<file path="config.mk">
export PLATFORM = sky130hd
export DESIGN_NAME = vliw_bundle_loader
export DESIGN_NICKNAME = d
export VERILOG_FILES = /design/src/rtl/vliw_bundle_loader.sv
export SDC_FILE = /design/constraint.sdc
export NUM_CORES = 1
export LEC_CHECK = 0
export BUFFER_PORTS_ARGS = -buffer_cell sky130_fd_sc_hd__buf_2
export CELL_PAD_IN_SITES_DETAIL_PLACEMENT = 1
export CELL_PAD_IN_SITES_GLOBAL_PLACEMENT = 2
export CORE_MARGIN = 1.5
export CORE_UTILIZATION = 35
export CTS_CLUSTER_DIAMETER = 40
export CTS_CLUSTER_SIZE = 8
export DETAILED_ROUTE_END_ITERATION = 8
export GPL_TIMING_DRIVEN = 0
export HOLD_SLACK_MARGIN = 0.15
export PLACE_DENSITY_LB_ADDON = 0.1
export SLEW_MARGIN = 20
export SYNTH_ARGS = -nofsm -noshare
export SYNTH_HDL_FRONTEND = slang
export SYNTH_SLANG_ARGS = --single-unit
</file>
<file path="constraint.sdc">
create_clock -name clk -period 6.34 [get_ports clk]
set_input_delay 1.268 -clock clk [delete_from_list [all_inputs] [get_ports clk]]
set_output_delay 1.268 -clock clk [all_outputs]
set_load 0.01 [all_outputs]
</file>
<file path="src/rtl/vliw_bundle_loader.sv">
// vliw_bundle_loader: packs streamed instruction words into bundles, writes them to imem, then runs the core
module vliw_bundle_loader #(
  parameter int SLOTS  = 10,
  parameter int SLOT_W = 32,
  parameter int ADDR_W = 32,
  parameter int CNT_W  = 32
) (
  input  logic                    clk,
  input  logic                    rst_n,
  input  logic                    start,
  input  logic [ADDR_W-1:0]       base_addr,
  input  logic [CNT_W-1:0]        run_cycles,
  input  logic                    s_valid,
  output logic                    s_ready,
  input  logic [SLOT_W-1:0]       s_data,
  input  logic                    s_last,
  output logic                    imem_we,
  output logic [ADDR_W-1:0]       imem_addr,
  output logic [SLOTS*SLOT_W-1:0] imem_wdata,
  output logic                    proc_run,
  output logic                    busy,
  output logic                    done,
  output logic                    padded,
  output logic [ADDR_W-1:0]       bundle_count
);
  localparam int IW = $clog2(SLOTS);
  typedef enum logic [2:0] {IDLE, LOAD, WRITE, RUN, DONE} state_t;
  state_t                        r_state;
  state_t                        w_next;
  logic [ADDR_W-1:0]             r_base;
  logic [CNT_W-1:0]              r_cnt;
  logic [IW-1:0]                 r_slot;
  logic [SLOTS-1:0][SLOT_W-1:0]  r_bundle;
  logic                          r_last;
  assign imem_addr  = r_base + bundle_count;
  assign imem_wdata = r_bundle;
  // next-state decode; s_ready only depends on the registered state so s_valid never reaches it combinationally
  always_comb begin
    w_next = r_state;
    case (r_state)
      IDLE:    w_next = start ? LOAD : IDLE;
      LOAD:    w_next = (s_valid && (s_last || r_slot == '0)) ? WRITE : LOAD;
      WRITE:   w_next = !r_last ? LOAD : (r_cnt != '0 ? RUN : DONE);
      RUN:     w_next = r_cnt == CNT_W'(1) ? DONE : RUN;
      DONE:    w_next = IDLE;
      default: w_next = IDLE;
    endcase
  end
  // sequence state, registered status outputs, bundle packing and run down-counter
  always_ff @(posedge clk or negedge rst_n) begin
    if (!rst_n) begin
      r_state      <= IDLE;
      r_base       <= '0;
      r_cnt        <= '0;
      r_slot       <= '0;
      r_bundle     <= '0;
      r_last       <= 1'b0;
      bundle_count <= '0;
      padded       <= 1'b0;
      s_ready      <= 1'b0;
      imem_we      <= 1'b0;
      proc_run     <= 1'b0;
      busy         <= 1'b0;
      done         <= 1'b0;
    end else begin
      r_state  <= w_next;
      s_ready  <= w_next == LOAD;
      imem_we  <= w_next == WRITE;
      proc_run <= w_next == RUN;
      busy     <= w_next != IDLE;
      done     <= w_next == DONE;
      case (r_state)
        IDLE: if (start) begin
          r_base       <= base_addr;
          r_cnt        <= run_cycles;
          r_slot       <= IW'(SLOTS - 1);
          r_bundle     <= '0;
          r_last       <= 1'b0;
          bundle_count <= '0;
          padded       <= 1'b0;
        end
        LOAD: if (s_valid) begin
          r_bundle[r_slot] <= s_data;
          r_slot           <= r_slot - IW'(1);
          r_last           <= s_last;
          if (s_last && r_slot != '0) padded <= 1'b1;
        end
        WRITE: begin
          bundle_count <= bundle_count + ADDR_W'(1);
          r_bundle     <= '0;
          r_slot       <= IW'(SLOTS - 1);
        end
        RUN:     r_cnt <= r_cnt - CNT_W'(1);
        default: ;
      endcase
    end
  end
endmodule

</file>
# == After elaboration in Yosys (flattened, before gate mapping) ==
# Index checks and enable logic that the tools add are counted.
# word_totals
regBits,430
out_inout_bits,390
# op_classes
addsub,4
n_lt_le_gt_ge,2
eq_ne,11
muxes,25
n_reduce_logical,19
# ops
operator,n
320-bit case mux with 3 select lines,1
320-bit 2-to-1 mux,2
320-bit bitwise mux,1
32-bit demux with 4-bit select,1
32-bit case mux with 2 select lines,2
32-bit 2-to-1 mux,3
32-bit by 1-bit adder with 32-bit output (second input constant),1
32-bit adder,1
32-bit by 1-bit equality test with 1-bit output (second input constant),1
32-bit nonzero test,1
32-bit by 1-bit subtractor with 32-bit output (second input constant),1
3-bit by 2-bit equality test with 1-bit output (second input constant),4
3-bit case mux with 4 select lines,1
4-bit case mux with 3 select lines,1
3-bit 2-to-1 mux,3
4-bit 2-to-1 mux,2
3-bit by 1-bit equality test with 1-bit output (second input constant),2
2-bit inequality test (second input constant),3
2-bit AND reduction,3
3-bit AND reduction,2
2-bit nonzero test,3
3-bit nonzero test,2
4-bit by 5-bit less-than comparator with 1-bit output (second input constant),1
1-bit 2-to-1 mux,5
11 further kinds,14

# == Logic depth before layout (Yosys ltp) ==
# logic_depth
ltp_word,7
mapped_depth,10
mapped_depth_nobuf,9

# == Worst setup path after synthesis ==
# Ideal clock, no wire load.
# synth_timing
path_kind,register to output
start,register bundle_count[4]
end,output imem_addr[25]
arrival_time_ns,2.442
path_slack_ns,2.630
stages_incl_launch_ff,9
n_path_buf,0
path_cell_list,dfrtp_1 ha_1 nand2_1 nor3b_1 o2111ai_1 a22oi_1 a21oi_1 or4_1 a21oi_1
# synth_between
elab_chain_len,1
# synth_rtl
element,line_no,source
"start, declared",24,output logic [ADDR_W-1:0] bundle_count
"start signal, assigned",89,bundle_count <= bundle_count + ADDR_W'(1);
32-bit adder,35,assign imem_addr = r_base + bundle_count;
"end, declared",18,"output logic [ADDR_W-1:0] imem_addr,"
# No other way between the ends.

# == Final worst setup path ==
# Ends and elaborated chain as after synthesis.

==> results.sh <==
export IMPL_drive_above_1_share_pct=25.2
export IMPL_row_count=84
export IMPL_fin_util_pct=47.4
export IMPL_drtIter0Drc=961
export IMPL_grt_max_degree=88
export IMPL_cts_root_buf="clkbuf_16"
export IMPL_ys_warn_count=0
export IMPL_finalSetupViolations=0
export IMPL_cts_sinks=430
export IMPL_numPortBuffers=490
export IMPL_min_path_type="flip-flop to flip-flop"
export IMPL_wirelength_um=79300
export IMPL_yosysUniqueCellTypes=71
export IMPL_crit_path_top_delay_cell="dfrtp_1"
export IMPL_met2WireLength_um=39300
export IMPL_critPathLaunchType="flip-flop"
export IMPL_io_pins=491
export IMPL_wl_met1_um=31900
export IMPL_max_stage_delay_ns=0.47
export IMPL_place_hpwl_um=58200
export IMPL_crit_top_cell="a21oi_1"
export IMPL_wire_per_inst_um=24.5
export IMPL_syn_inst=1915
export IMPL_grt_usage_pct=28.9
export IMPL_clkLatencyLatePin_ns=0.62
export IMPL_dr_max_layer_used="met5"
export IMPL_globalRouteOverflowTotal=0
export IMPL_worst_ep_arrival_time_ns=3.60
export IMPL_finalHoldViolCount=0
export IMPL_grt_pass1_vias=18415
export IMPL_synth_top_flop_cell="dfrtp_1"
export IMPL_ys_seq_area_share_pct=57.9
export IMPL_synth_area_per_cell_um2=9.71
export IMPL_p_leak_nw=12.4
export IMPL_ir_worst_vdd_mv=0.272
export IMPL_p_per_area_nw_per_um2=459
export IMPL_clk_path_buf_depth=3
export IMPL_place_gp_congestion=0.858
export IMPL_fp_dieH_um=234
export IMPL_numCtsBuffers=83
export IMPL_dpl_cell_count=3098
export IMPL_finClkSkew_ns=0.0304
export IMPL_drc_errors=0
export IMPL_synth_area_leaders="dfrtp_1 58%, o21ai_0 10%, nand3_1 9.0%"
export IMPL_die_area_um2=54500
export IMPL_cp_end_kind="output port"
export IMPL_post_cts_buffers=0
export IMPL_met3_wirelength_um=5590
export IMPL_synth_async_reset_ratio_pct=100
export IMPL_dr_pass1_iters=5
export IMPL_post_route_min_period_ns=4.87
export IMPL_rsz0062_at_grt="no"
export IMPL_final_cell_mix="490 x buf_2, 430 x dfrtp_1, 372 x o21ai_0"
export IMPL_dpl_worst_slack_ns=2.07
export IMPL_core_area_um2=52600
export IMPL_synth_top_area_share_pct=57.9
export IMPL_cts_tree="done"
export IMPL_path_class="flip-flop to output port"
export IMPL_htreeDepth=3
export IMPL_synth_area_um2=18600
export IMPL_post_route_period_util_pct=76.8
export IMPL_fmax_mhz=205
export IMPL_crit_fanout=7
export IMPL_final_nets=2636
export IMPL_ys_ff_latch=430
export IMPL_final_common_cell="buf_2"
export IMPL_initial_core_util_pct=35.4
export IMPL_die_x_um=234
export IMPL_critPathTopFamily="compound AO/OA/AOI/OAI gates"
export IMPL_cts_resized=0
export IMPL_viasPerCell=5.43
export IMPL_syn2layout_area_growth_pct=33.9
export IMPL_hold_path_cell_count=2
export IMPL_num_vias=17584
export IMPL_path_clk_slew_ns=0.05
export IMPL_path_buf_inv=1
export IMPL_syn_nets=2056
export IMPL_drv_slew=0
export IMPL_grt_pass1_wl_um=117000
export IMPL_path_cells="ha_1 -> nand2_1 -> nor3b_1 -> o2111ai_1 -> a22oi_1 -> a21oi_1 -> or4_1 -> a21oi_1 -> buf_2"
export IMPL_synth_edf_count=0
export IMPL_cts_hold_buf=0
export IMPL_r2r_cells=7
export IMPL_worstSetupPathDepth=9
export IMPL_relSlewSlack_pct=31.4
export IMPL_status="finished, final reports clean"
export IMPL_yosysTopAreaCell="dfrtp_1"
export IMPL_worstPathRequired_ns=5.07
export IMPL_drv_cap=0
export IMPL_finalNonFillerCells=3240
export IMPL_tightest_slew_ns=1.02
export IMPL_drtAntennaViolNets=0
export IMPL_antenna_found_initial=3
export IMPL_worst_slack_ns=1.47
## registers in the layout, indices dropped and copies added, names as in the netlist, 3 cells and up
register	flops
r_state	3
imem_wdata	320
r_slot	4
r_cnt	32
bundle_count	32
r_base	32
## synthesized netlist by cell type (7+ instances only)
| master | n |
|---|---|
| a21oi_1 | 47 |
| o311ai_0 | 9 |
| nor4_1 | 7 |
| dfrtp_1 | 430 |
| o21ai_0 | 372 |
| inv_1 | 22 |
| nor2b_1 | 9 |
| nand3_1 | 334 |
| xnor2_1 | 17 |
| o211ai_1 | 13 |
| nor3_1 | 19 |
| nand4_1 | 16 |
| buf_1 | 8 |
| ha_1 | 39 |
| xor2_1 | 11 |
| and3_1 | 8 |
| nor2_1 | 51 |
| clkbuf_1 | 120 |
| mux2i_1 | 13 |
| a21o_1 | 7 |
| nand2_1 | 246 |
| a211oi_1 | 7 |
## area by class of cell
cell class              count  area (um^2)
fillers                  6092        27700
diodes                      1         2.50
flip-flops and latches    430        10800
repair buffers            495         2600
clock buffers             114         2410
inverters                  22         82.6
well taps                 688          861
multi-input cells        1333         7260
plain buffers             130          497
clock inverters            27          428
## worst register-to-register path, stage by stage (launching register included)
cell and delay, ns:
dfrtp_1 0.35, clkbuf_1 0.17, nor2_1 0.34, and2_1 0.20, clkbuf_1 0.60, clkbuf_1 0.53
nand2_1 0.56, o21ai_0 0.33
## cell families after synthesis
kind of cell               Yosys count  synth area share, %
and+or+nand+nor                    738                 19.0
AOI/OAI and AO/OA                  514                 15.3
DFF                                430                 57.9
buffers and inverters              152                 3.11
adders and majority gates           40                 2.73
xor gates and xnor gates            28                 1.32
muxes                               13                0.700
## layer usage
metal  track usage, %  vias up
met5                0        -
met4             9.88        4
met3             8.56      138
met2             49.4      489
met1             34.6     8948
li1                 -     8005
## metrics by stage
stage	setup TNS [ns]	hold WS (ns)	total power, W	cell area, um^2
2_1_floorplan	0	0.441	0.00533	18600
3_3_place_gp	-2139.61	0.461	0.00689	21900
3_5_place_dp	0	0.470	0.00700	22100
4_1_cts	0	0.481	0.0116	24900
5_1_grt	0	0.492	0.0120	24900
6_report	0	0.474	0.0114	24900
## where the power goes
group | leakage [nW] | internal, W | switching (W)
clock network | 1.37 | 0.00300 | 0.00149
registers | 5.84 | 0.00320 | 0.000335
logic | 5.21 | 0.000886 | 0.00253
## final timing paths
path / to / from / slack, ns
max: imem_addr[25] / bundle_count[4]$_DFFE_PN0P_ / 1.47
min in group asynchronous: r_cnt[14]$_DFFE_PN0P_ / rst_n / 0.66
min: imem_wdata[8]$_DFFE_PN0P_ / imem_wdata[8]$_DFFE_PN0P_ / 0.47
max in group asynchronous: imem_wdata[53]$_DFFE_PN0P_ / rst_n / 4.41
min reg2reg: imem_wdata[8]$_DFFE_PN0P_ / imem_wdata[8]$_DFFE_PN0P_ / 0.47
max reg2reg: imem_wdata[34]$_DFFE_PN0P_ / r_state[1]$_DFF_PN0_ / 3.18
(Power assumes the default switching activity.)
